<file path="config.mk">
export PLATFORM = sky130hd
export DESIGN_NAME = control_sequencer
export DESIGN_NICKNAME = d
export VERILOG_FILES = /design/src/rtl/control_sequencer_pkg.sv /design/src/rtl/ctrl_word_decoder.sv /design/src/rtl/control_sequencer.sv
export SDC_FILE = /design/constraint.sdc
export NUM_CORES = 1
export LEC_CHECK = 0
export ABC_AREA = 1
export BUFFER_PORTS_ARGS = -buffer_cell sky130_fd_sc_hd__buf_4
export CAP_MARGIN = 20
export CORE_MARGIN = 2
export CORE_UTILIZATION = 48
export DETAILED_ROUTE_END_ITERATION = 12
export PLACE_DENSITY_LB_ADDON = 0.25
export SYNTH_ARGS = -nofsm -noshare
export SYNTH_HDL_FRONTEND = slang
export SYNTH_HIERARCHICAL = 1
export SYNTH_SLANG_ARGS = --single-unit
</file>
<file path="constraint.sdc">
create_clock -name CLK -period 2.9 [get_ports CLK]
set_clock_uncertainty 0.1 [all_clocks]
set_input_delay 0.435 -clock CLK [delete_from_list [all_inputs] [get_ports CLK]]
set_output_delay 0.435 -clock CLK [all_outputs]
set_load 0.03 [all_outputs]
</file>
<file path="src/rtl/control_sequencer_pkg.sv">
// Shared definitions for the micro-op sequencer and the microcode store:
// opcode values, plane encodings, register-select and misc codes, and the
// control-word field layout.
package control_sequencer_pkg;

    localparam int OPCODE_WIDTH = 6;
    localparam int COUNT_WIDTH  = 5;
    localparam int CTRL_WORD_W  = 32;
    localparam int OUT_EN_W     = 10;
    localparam int IN_WE_W      = 7;
    localparam int REG_IDX_W    = 5;

    typedef enum logic [5:0] {
        OP_RESET = 6'h00,
        OP_FETCH = 6'h01,
        OP_ADDU  = 6'h03,
        OP_LHU   = 6'h25
    } opcode_e;

    // Source planes; 10..15 are not wired to any driver.
    localparam logic [3:0] OUT_PLANE_NONE  = 4'd0;
    localparam logic [3:0] OUT_PLANE_CTRL  = 4'd8;
    localparam logic [3:0] OUT_PLANE_IMM16 = 4'd9;
    localparam logic [3:0] OUT_PLANE_COUNT = 4'd10;

    // Sink planes; only OPWORD and OPCODE touch sequencer state.
    localparam logic [2:0] IN_PLANE_NONE   = 3'd0;
    localparam logic [2:0] IN_PLANE_OPWORD = 3'd5;
    localparam logic [2:0] IN_PLANE_OPCODE = 3'd6;

    localparam logic [1:0] REG_SEL_HI   = 2'd0;   // opword[25:21]
    localparam logic [1:0] REG_SEL_MID  = 2'd1;   // opword[20:16]
    localparam logic [1:0] REG_SEL_LO   = 2'd2;   // opword[15:11]
    localparam logic [1:0] REG_SEL_CTRL = 2'd3;   // ctrl_data[4:0]

    localparam logic MISC_STEP = 1'b0;
    localparam logic MISC_END  = 1'b1;

    typedef struct packed {
        logic [8:0] rsvd;
        logic       opcode_sel;
        logic [1:0] shifter;
        logic       mlu_carry;
        logic [2:0] mlu_op;
        logic       misc;
        logic [2:0] in_plane;
        logic [3:0] out_plane;
        logic [1:0] reg_sel;
        logic [5:0] ctrl_data;
    } ctrl_word_t;

    // True when an out_plane code names a real bus source.
    function automatic logic out_plane_valid(input logic [3:0] plane);
        return plane < OUT_PLANE_COUNT;
    endfunction

endpackage

</file>
<file path="src/rtl/ctrl_word_decoder.sv">
// Combinational decode of one microcode control word into unit enables,
// register index and the value this block drives onto the shared bus.
module ctrl_word_decoder
    import control_sequencer_pkg::*;
#(
    parameter int WORD_W = 32
) (
    input  ctrl_word_t             word_i,
    input  logic [WORD_W-1:0]      opword_i,
    input  logic                   stall_i,
    output logic [WORD_W-1:0]      bus_out_o,
    output logic                   bus_oe_o,
    output logic [REG_IDX_W-1:0]   reg_idx_o,
    output logic [OUT_EN_W-1:0]    out_en_o,
    output logic [IN_WE_W-1:0]     in_we_o,
    output logic [2:0]             mlu_op_o,
    output logic                   mlu_carry_o,
    output logic [1:0]             shift_ctl_o,
    output logic                   bad_plane_o
);

    // Fields consumed by the sequencer rather than by this decode.
    logic unused_fields;
    assign unused_fields = ^{word_i.rsvd, word_i.misc, word_i.opcode_sel,
                             opword_i[WORD_W-1:26]};

    assign mlu_op_o    = word_i.mlu_op;
    assign mlu_carry_o = word_i.mlu_carry;
    assign shift_ctl_o = word_i.shifter;

    // Source select and bus drive; unwired planes raise bad_plane_o.
    always_comb begin
        out_en_o    = '0;
        bad_plane_o = 1'b0;
        bus_out_o   = '0;
        bus_oe_o    = 1'b0;
        if (out_plane_valid(word_i.out_plane)) begin
            out_en_o = OUT_EN_W'(1) << word_i.out_plane;
        end else begin
            bad_plane_o = 1'b1;
        end
        case (word_i.out_plane)
            OUT_PLANE_CTRL: begin
                bus_out_o = WORD_W'(word_i.ctrl_data);
                bus_oe_o  = 1'b1;
            end
            OUT_PLANE_IMM16: begin
                bus_out_o = WORD_W'(opword_i[15:0]);
                bus_oe_o  = 1'b1;
            end
            default: ;
        endcase
    end

    // Sink write enables; plane 7 has no bit in the 7-wide vector so it
    // decodes to no enable. A stall suppresses every write.
    always_comb begin
        in_we_o = '0;
        if (!stall_i) begin
            in_we_o = IN_WE_W'(1) << word_i.in_plane;
        end
    end

    // Register index from one of the opword register fields or ctrl_data.
    always_comb begin
        reg_idx_o = word_i.ctrl_data[4:0];
        case (word_i.reg_sel)
            REG_SEL_HI:   reg_idx_o = opword_i[25:21];
            REG_SEL_MID:  reg_idx_o = opword_i[20:16];
            REG_SEL_LO:   reg_idx_o = opword_i[15:11];
            REG_SEL_CTRL: reg_idx_o = word_i.ctrl_data[4:0];
            default:      reg_idx_o = word_i.ctrl_data[4:0];
        endcase
    end

endmodule

</file>
<file path="src/rtl/control_sequencer.sv">
// Micro-op sequencer: owns opcode, micro-op count and opword, addresses the
// microcode store with {opcode, count} and decodes the returned word.
// A step that neither ends the instruction nor leaves count 31 simply
// advances; running off the end of a routine is a fault that returns to
// OP_RESET, so an empty opcode recovers on its own.
module control_sequencer
    import control_sequencer_pkg::*;
#(
    parameter int OPCODE_W = OPCODE_WIDTH,
    parameter int COUNT_W  = COUNT_WIDTH,
    parameter int WORD_W   = 32
) (
    input  logic                          CLK,
    input  logic                          RST,
    input  logic                          STALL,
    output logic [OPCODE_W+COUNT_W-1:0]   UCODE_ADDR,
    input  logic [CTRL_WORD_W-1:0]        UCODE_WORD,
    input  logic [WORD_W-1:0]             BUS_IN,
    output logic [WORD_W-1:0]             BUS_OUT,
    output logic                          BUS_OE,
    output logic [REG_IDX_W-1:0]          REG_IDX,
    output logic [OUT_EN_W-1:0]           OUT_EN,
    output logic [IN_WE_W-1:0]            IN_WE,
    output logic [2:0]                    MLU_OP,
    output logic                          MLU_CARRY,
    output logic [1:0]                    SHIFT_CTL,
    output logic                          FAULT
);

    ctrl_word_t          word;
    logic [OPCODE_W-1:0] opcode_q, opcode_d;
    logic [COUNT_W-1:0]  count_q, count_d;
    logic [WORD_W-1:0]   opword_q, opword_d;
    logic                fault_q, fault_d;
    logic                bad_plane;

    assign word       = ctrl_word_t'(UCODE_WORD);
    assign UCODE_ADDR = {opcode_q, count_q};
    assign FAULT      = fault_q;

    ctrl_word_decoder #(
        .WORD_W (WORD_W)
    ) u_decoder (
        .word_i      (word),
        .opword_i    (opword_q),
        .stall_i     (STALL),
        .bus_out_o   (BUS_OUT),
        .bus_oe_o    (BUS_OE),
        .reg_idx_o   (REG_IDX),
        .out_en_o    (OUT_EN),
        .in_we_o     (IN_WE),
        .mlu_op_o    (MLU_OP),
        .mlu_carry_o (MLU_CARRY),
        .shift_ctl_o (SHIFT_CTL),
        .bad_plane_o (bad_plane)
    );

    // Next-state for opcode/count/opword/fault; everything holds while stalled.
    // Opcode load is taken from the opword as it stood before this edge.
    always_comb begin
        opcode_d = opcode_q;
        count_d  = count_q;
        opword_d = opword_q;
        fault_d  = fault_q;
        if (!STALL) begin
            if (word.in_plane == IN_PLANE_OPWORD) begin
                opword_d = BUS_IN;
            end
            if (word.in_plane == IN_PLANE_OPCODE) begin
                opcode_d = word.opcode_sel ? BUS_IN[OPCODE_W-1:0]
                                           : opword_q[WORD_W-1 -: OPCODE_W];
            end
            if (word.misc == MISC_END) begin
                count_d = '0;
            end else if (count_q == {COUNT_W{1'b1}}) begin
                // Routine ran past its last step: abandon it rather than wrap.
                fault_d  = 1'b1;
                opcode_d = OPCODE_W'(OP_RESET);
                count_d  = '0;
            end else begin
                count_d = count_q + COUNT_W'(1);
            end
            if (bad_plane) begin
                fault_d = 1'b1;
            end
        end
    end

    // Sequencer registers with synchronous reset taking priority.
    always_ff @(posedge CLK) begin
        if (RST) begin
            opcode_q <= OPCODE_W'(OP_RESET);
            count_q  <= '0;
            opword_q <= '0;
            fault_q  <= 1'b0;
        end else begin
            opcode_q <= opcode_d;
            count_q  <= count_d;
            opword_q <= opword_d;
            fault_q  <= fault_d;
        end
    end

endmodule

</file>
==> reports/summary.log, run 1 <==
INFO  outcome        outcome=completed
INFO  critical_path  arrival=1.28ns
INFO  power_and_ir_drop ir_worst_vdd=286uV
INFO  synthesis      synth.top_cell.area_share=0.349
INFO  synthesis      synth-seq-area-share=0.349
INFO  clocking       clock_sinks=44
INFO  clocking       clock_tree.root_cell=clkbuf_8
INFO  die            initial_core_util=0.494
INFO  power_and_ir_drop leakage_dissipation=0.00153uW
INFO  layout         areaGrowthSynthToFinish=29.3%
INFO  clocking       max_h_tree_level=2
INFO  layout         diodes_inserted=0
INFO  placement      place_inst=526
INFO  critical_path  worst_r2r_endpoint=opcode_q[1]
INFO  job            maxCapViolCount=0
INFO  placement      rd_place_congestion=0.896
INFO  drt            antenna_violating_nets_post_route=0
INFO  synthesis      synthCells=378
INFO  layout         instances_no_fill=534
INFO  critical_path  end_kind=output pin
INFO  power_and_ir_drop power.density_cell_area=425nW/um^2
INFO  critical_path  maximum_fanout_encountered_on_the_critical_timing_path=11
INFO  sta            finalSetupViolations=0
INFO  critical_path  timing_worst_setup_path_type=input port to output pin
INFO  sta            clock_period_minus_final_worst_setup_slack=1.82ns
INFO  clocking       tritoncts_clock_tree=built
INFO  hold_path      hold_path_start=BUS_IN[29]
INFO  layout         share_of_layout_cells_above_drive_strength_1=0.269
INFO  critical_path  worstPathRequired=2.37ns
INFO  synthesis      yosys_warnings=6
INFO  die            die_y=76.5um
INFO  critical_path  r2r-start=count_q[0]
INFO  drt            routed-via-count=2586
INFO  sta            setup_total_negative_slack=0ns
INFO  hold_path      worst_hold_path.endpoint=opword_q[29]
INFO  drt            router_iterations_before_antenna_repair=4
INFO  sta            post-route-period-util=0.627
INFO  sta            drv_slew=0
INFO  sta            final-hold-violation-count=0
INFO  die            die_w=76.5um
INFO  global_route   grt_max_degree=39
INFO  clocking       cts_setup_buffers=0
INFO  synthesis      synth_top_cell_by_area=dfxtp_1
INFO  clocking       tritoncts.num_buffers=5
INFO  critical_path  ff2ff_setup_slack=1.35ns
INFO  critical_path  critPathLaunchType=input port
INFO  die            top_level_pins=140
INFO  drt            drc=0
INFO  hold_path      holdCritPathClass=input port to register
INFO  clocking       cts-root-to-sink-buffers=2
INFO  global_route   vias_in_the_first_global_route=2445
INFO  global_route   globalRouteOverflowTotal=0
INFO  clocking       clock_insertion_delay_worst_skew=0.29ns
INFO  global_route   globalRouteTotalUtil=0.220
INFO  drt            detail_route.vias_per_cell=4.84
INFO  placement      post_dp_hpwl=4.58mm
INFO  critical_path  worst_r2r_path_depth=7
INFO  sta            grt_setup_unrepaired=false
INFO  clocking       cts.hold.buffers_added=0
INFO  synthesis      synth_seq_cells=44
INFO  global_route   initial_antenna_violation_count=0
INFO  die            placementRows=26
INFO  hold_path      hold_path_cells=3
INFO  clocking       worst_setup_hold_path_clk_slew=0.09ns
INFO  synthesis      yosys.cell_types.count=24
INFO  drt            detail_route.iter0.violations=79
INFO  synthesis      post_synth_main_area_contributors=dfxtp_1 35%, nand2_1 14%, nand3_1 9.5%, buf_4 8.3%, a21oi_1 7.7%
INFO  clocking       cts_repair_resize_count=0
INFO  die            fp.dieArea=5860squm
INFO  die            placeableCoreArea=5110squm
INFO  global_route   grt_pass1_wl=10.6mm
INFO  layout         fin_nets=532
INFO  synthesis      synth_area=2520squm
INFO  drt            routed_wirelength=6.39mm
INFO  drt            routedWlPerCell=12.0um
INFO  sta            maxClockFrequency=0.550GHz
INFO  placement      io_buffer_count=102
INFO  synthesis      synthesis.area_per_instance=6.68squm
INFO  layout         nFillCells=523
[state kept, by name, indices dropped and copies added, names as in the netlist]
register,flops
FAULT,1
count_q,5
opword_q,32
opcode_q,6
[layout make-up]
cell class,count,area [sq um],share of cell area
Clock buffer,6,82.6,0.0253
Clock inverter,2,38.8,0.0119
Inverter,39,151,0.0464
Multi-Input combinational cell,270,1250,0.383
Sequential cell,44,881,0.270
Tap cell,70,87.6,0.0268
Timing Repair Buffer,103,773,0.237
[synth_stat cells, drive strengths merged]
cell and number:
nor3 3, nor2 47, or2 1, clkbuf 2
o21ai 7, a21oi 40, ha 2, nand2 101
nand4 5, dfxtp 44, buf 38, nand3 48
inv 39, conb 1
[cell families after synthesis]
| kind of cell | synth area share |
|---|---|
| DFF | 0.349 |
| and+or+nand+nor | 0.364 |
| buffers and inverters | 0.178 |
| adders and majority gates | 0.00991 |
| other | 0.00149 |
| AOI/OAI and AO/OA | 0.0976 |
[worst max-delay path by stage]
stage                              start          end  slack [ns]  depth (start not counted)
after floorplan                    STALL     IN_WE[3]        0.96                          2
after global placement    UCODE_WORD[10]  BUS_OUT[12]        1.09                          7
after detailed placement           STALL     IN_WE[3]        1.08                          4
after CTS                          STALL     IN_WE[3]        1.08                          4
after global routing      UCODE_WORD[10]  BUS_OUT[12]        1.03                          7
final                              STALL     IN_WE[3]        1.08                          4
[where the power goes]
group / internal, uW / leakage (uW) / switching (uW)
Sequential: 618 / 0.000356 / 8.34
Clock: 282 / 0.0000614 / 215
Combinational: 95.3 / 0.00112 / 168
Total: 995 / 0.00153 / 391
[through the flow]
| step | cell area, sq um | utilization | worst slack [ns] | hold slack [ns] | total power, uW |
|---|---|---|---|---|---|
| 4_1_cts | 3260 | 0.639 | 1.08 | 0.298 | 1400 |
| 2_1_floorplan | 2580 | - | 0.955 | 0.339 | 835 |
| 3_3_place_gp | 3140 | 0.615 | 1.09 | 0.348 | 899 |
| 6_report | 3260 | 0.639 | 1.08 | 0.311 | 1390 |
| 3_5_place_dp | 3140 | 0.615 | 1.08 | 0.353 | 903 |
| 5_1_grt | 3260 | 0.639 | 1.03 | 0.302 | 1440 |
[critical path, stage by stage]
cell and delay, ns:
buf_4 0.17, or2_2 0.35, nor3_1 0.14, buf_4 0.18
[layout by cell type, fill, tap and decap left out]
cell,instances
buf_4,103
nand2_1,96
nand3_1,48
dfxtp_1,44
nor2_1,43
a21oi_1,39
inv_1,36
conb_1,16
o21ai_0,7
clkbuf_8,6
nand4_1,5
nand2_4,3
nor3_1,3
nor2_8,2
nand2_2,2
ha_1,2
inv_2,2
nor2_2,1
a21oi_4,1
bufinv_16,1
clkinv_4,1
inv_6,1
nor2_4,1
or2_2,1
[layer usage]
| layer | global-route usage | wire length [um] | up-vias |
|---|---|---|---|
| li1 | - | - | 1323 |
| met1 | 0.259 | 2680 | 1163 |
| met2 | 0.403 | 3240 | 94 |
| met3 | 0.0462 | 412 | 6 |
| met4 | 0.0600 | 63 | 0 |
| met5 | 0 | 0 | - |
Power figures use the tool's default switching activity.
==> run 2, diff against run 1 <==
--- a/config.mk
+++ b/config.mk
@@ -9,7 +9,7 @@
 export BUFFER_PORTS_ARGS = -buffer_cell sky130_fd_sc_hd__buf_4
 export CAP_MARGIN = 20
 export CORE_MARGIN = 2
-export CORE_UTILIZATION = 48
+export CORE_UTILIZATION = 45
 export DETAILED_ROUTE_END_ITERATION = 12
 export PLACE_DENSITY_LB_ADDON = 0.25
 export SYNTH_ARGS = -nofsm -noshare
==> constraint.sdc (replaced) <==
create_clock -name CLK -period 1.8 [get_ports CLK]
set_clock_uncertainty 0.1 [all_clocks]
set_input_delay 0.27 -clock CLK [delete_from_list [all_inputs] [get_ports CLK]]
set_output_delay 0.27 -clock CLK [all_outputs]
set_load 0.03 [all_outputs]
==> reports/summary.log, run 2 (synthesis results as in run 1) <==
INFO  outcome        outcome=completed [unchanged]
INFO  critical_path  critPathLaunchType=register [was input port]
INFO  die            fp.dieArea=6230squm [was 5860 sq um]
INFO  critical_path  worstPathRequired=1.94ns [was 2.37 ns]
INFO  power_and_ir_drop power.density_cell_area=705nW/um^2 [was 425 nW/um^2]
INFO  clocking       tritoncts.num_buffers=5 [unchanged]
INFO  critical_path  worst_r2r_path_depth=7 [unchanged]
INFO  critical_path  critical_path_s_top_delay_family=adder cells [was simple AND/OR/NAND/NOR gates]
INFO  drt            detail_route.vias_per_cell=4.73 [was 4.84]
INFO  layout         reg.largest.list=opword_q x32, opcode_q x6, count_q x5 [unchanged]
INFO  layout         layout.cell_area.non_filler=3300squm [was 3260 sq um]
INFO  clocking       cts.hold.buffers_added=0 [unchanged]
INFO  power_and_ir_drop combinationalPowerShare=0.184 [was 0.190]
INFO  clocking       clock_insertion_delay_worst_skew=0.29ns [about the same]
INFO  hold_path      worst_hold_path.endpoint=opword_q[23] [was opword_q[29]]
INFO  drt            router_iterations_before_antenna_repair=4 [unchanged]
INFO  die            die_w=78.9um [was 76.5 um]
INFO  critical_path  cpPeakStageDelay=0.35ns [about the same]
INFO  clocking       clock_sinks=44 [unchanged]
INFO  layout         top_register=opword_q [unchanged]
INFO  critical_path  arrival=1.69ns [was 1.28 ns]
INFO  clocking       clock_tree.root_cell=clkbuf_8 [unchanged]
INFO  layout         diodes_inserted=0 [unchanged]
INFO  sta            setup_total_negative_slack=0ns [unchanged]
INFO  clocking       cts_setup_buffers=0 [unchanged]
INFO  clocking       max_h_tree_level=2 [unchanged]
INFO  global_route   globalRouteTotalUtil=0.200 [was 0.220]
INFO  sta            post-route-period-util=0.861
INFO  sta            drv_slew=0 [unchanged]
INFO  placement      place_inst=530 [was 526]
INFO  sta            grt_setup_unrepaired=false [unchanged]
INFO  power_and_ir_drop power.share.clock=0.383 [was 0.358]
INFO  clocking       worst_setup_hold_path_clk_slew=0.09ns [about the same]
INFO  critical_path  maximum_fanout_encountered_on_the_critical_timing_path=6 [was 11]
INFO  critical_path  ff2ff_setup_slack=0.25ns [was 1.35 ns]
INFO  die            top_level_pins=140 [unchanged]
INFO  power_and_ir_drop leakage_dissipation=0.00155uW [was 0.00153 uW]
INFO  job            maxCapViolCount=0 [unchanged]
INFO  drt            routed-via-count=2538 [was 2586]
INFO  layout         instances_no_fill=537 [was 534]
INFO  die            initial_core_util=0.461 [was 0.494]
INFO  die            die_y=78.9um [was 76.5 um]
INFO  global_route   grt_max_degree=39 [unchanged]
INFO  placement      rd_place_congestion=0.857 [was 0.896]
INFO  clocking       cts-root-to-sink-buffers=2 [unchanged]
INFO  hold_path      hold_path_cells=3 [unchanged]
INFO  drt            routed_wirelength=6.37mm [was 6.39 mm]
INFO  hold_path      holdCritPathClass=input port to register [unchanged]
INFO  critical_path  worst_r2r_endpoint=opcode_q[1] [unchanged]
INFO  sta            finalSetupViolations=0 [unchanged]
INFO  drt            antenna_violating_nets_post_route=0 [unchanged]
INFO  power_and_ir_drop intPower=1700uW [was 995 uW]
INFO  global_route   globalRouteOverflowTotal=0 [unchanged]
INFO  layout         areaGrowthSynthToFinish=30.8% [was 29.3%]
INFO  power_and_ir_drop switching_share=0.269 [was 0.282]
INFO  global_route   initial_antenna_violation_count=0 [unchanged]
INFO  drt            detail_route.iter0.violations=120 [was 79]
INFO  sta            clock_period_minus_final_worst_setup_slack=1.55ns
INFO  layout         fin_nets=534 [was 532]
INFO  global_route   vias_in_the_first_global_route=2302 [was 2445]
INFO  placement      placed_cell_area=3170squm [was 3140 sq um]
INFO  power_and_ir_drop seq_power_share=0.433 [was 0.452]
INFO  sta            maxClockFrequency=0.645GHz
INFO  layout         share_of_layout_cells_above_drive_strength_1=0.271 [was 0.269]
INFO  die            placementRows=27 [was 26]
INFO  critical_path  end_kind=register [was output pin]
INFO  clocking       tritoncts_clock_tree=built [unchanged]
INFO  placement      post_dp_hpwl=4.71mm [was 4.58 mm]
INFO  layout         final_common_cell=buf_4 [unchanged]
INFO  layout         largest_register_ffs=32 [unchanged]
INFO  sta            final-hold-violation-count=0 [unchanged]
INFO  drt            routedWlPerCell=11.9um [was 12.0 um]
INFO  hold_path      hold_path_start=BUS_IN[23] [was BUS_IN[29]]
INFO  die            placeableCoreArea=5470squm [was 5110 sq um]
INFO  power_and_ir_drop power.net_switching=627uW [was 391 uW]
INFO  critical_path  timing_worst_setup_path_type=register to register [was input port to output pin]
INFO  drt            drc=0 [unchanged]
INFO  layout         mostFrequentLayoutCells=104 x buf_4, 96 x nand2_1, 48 x nand3_1 [was 103 x buf_4, 96 x nand2_1, 48 x nand3_1]
INFO  power_and_ir_drop ir_worst_vdd=355uV [was 286 uV]
INFO  critical_path  worst-path-buf-inv=0 [was 2]
INFO  critical_path  crit_chain=ha_1 > nand2_1 > nor2_1 > ha_1 > a21oi_4 > nand2_1 > nor2_1 [was buf_4 > or2_2 > nor3_1 > buf_4]
INFO  global_route   grt_pass1_wl=10.0mm [was 10.6 mm]
INFO  critical_path  worst_path_max_delay_cell=dfxtp_1 [was or2_2]
INFO  placement      io_buffer_count=102 [unchanged]
INFO  critical_path  r2r-start=count_q[0] [unchanged]
INFO  clocking       cts_repair_resize_count=0 [unchanged]
-- run 2: per-stage QoR --
stage | power (uW) | setup WS (ns) | util | hold slack, ns
6_report | 2330 | 0.250 | 0.603 | 0.143
5_1_grt | 2410 | 0.100 | 0.603 | 0.139
4_1_cts | 2350 | 0.220 | 0.603 | 0.135
3_5_place_dp | 1460 | 0.245 | 0.580 | 0.354
3_3_place_gp | 1460 | 0.296 | 0.580 | 0.348
2_1_floorplan | 1350 | 0.185 | - | 0.315
-- run 2: area by class of cell --
| type | instances | area (sq um) |
|---|---|---|
| multi-input combinational | 270 | 1250 |
| timing repair buffer | 105 | 801 |
| fill | 537 | 2170 |
| sequential | 44 | 881 |
| clock buffer | 5 | 68.8 |
| inverter | 39 | 151 |
| clock inverter | 2 | 60.1 |
| tap | 72 | 90.1 |
-- run 2: power by group through the flow --
stage	logic, uW	clock network, uW	registers (uW)
6_report	429	891	1010
4_1_cts	430	909	1010
3_5_place_dp	429	0	1030
5_1_grt	466	934	1010
3_3_place_gp	426	0	1030
2_1_floorplan	301	0	1040
-- run 2: how the worst max path moves through the flow --
stage | startpoint | to | cells after the start
final | count_q[0] | opcode_q[1] | 7
after global routing | count_q[0] | count_q[2] | 7
after CTS | count_q[0] | count_q[2] | 7
after detailed placement | count_q[0] | count_q[2] | 7
after global placement | count_q[0] | opcode_q[1] | 7
after floorplan | STALL | IN_WE[3] | 2
-- run 2: metal layers --
metal  part of all wire  track usage  vias to the layer above
met5                  0            0                        -
met4             0.0044       0.0621                        0
met1               0.43        0.243                     1120
met2               0.49        0.348                       87
met3              0.071       0.0511                        6
li1                   -            -                     1325
-- run 2: tightest hold or removal path, delay by kind of cell --
kind | cells | cell delay (ns)
buffers and inverters | 1 | 0.11
AND/OR/NAND/NOR | 1 | 0.07
AO/OA/AOI/OAI | 1 | 0.06
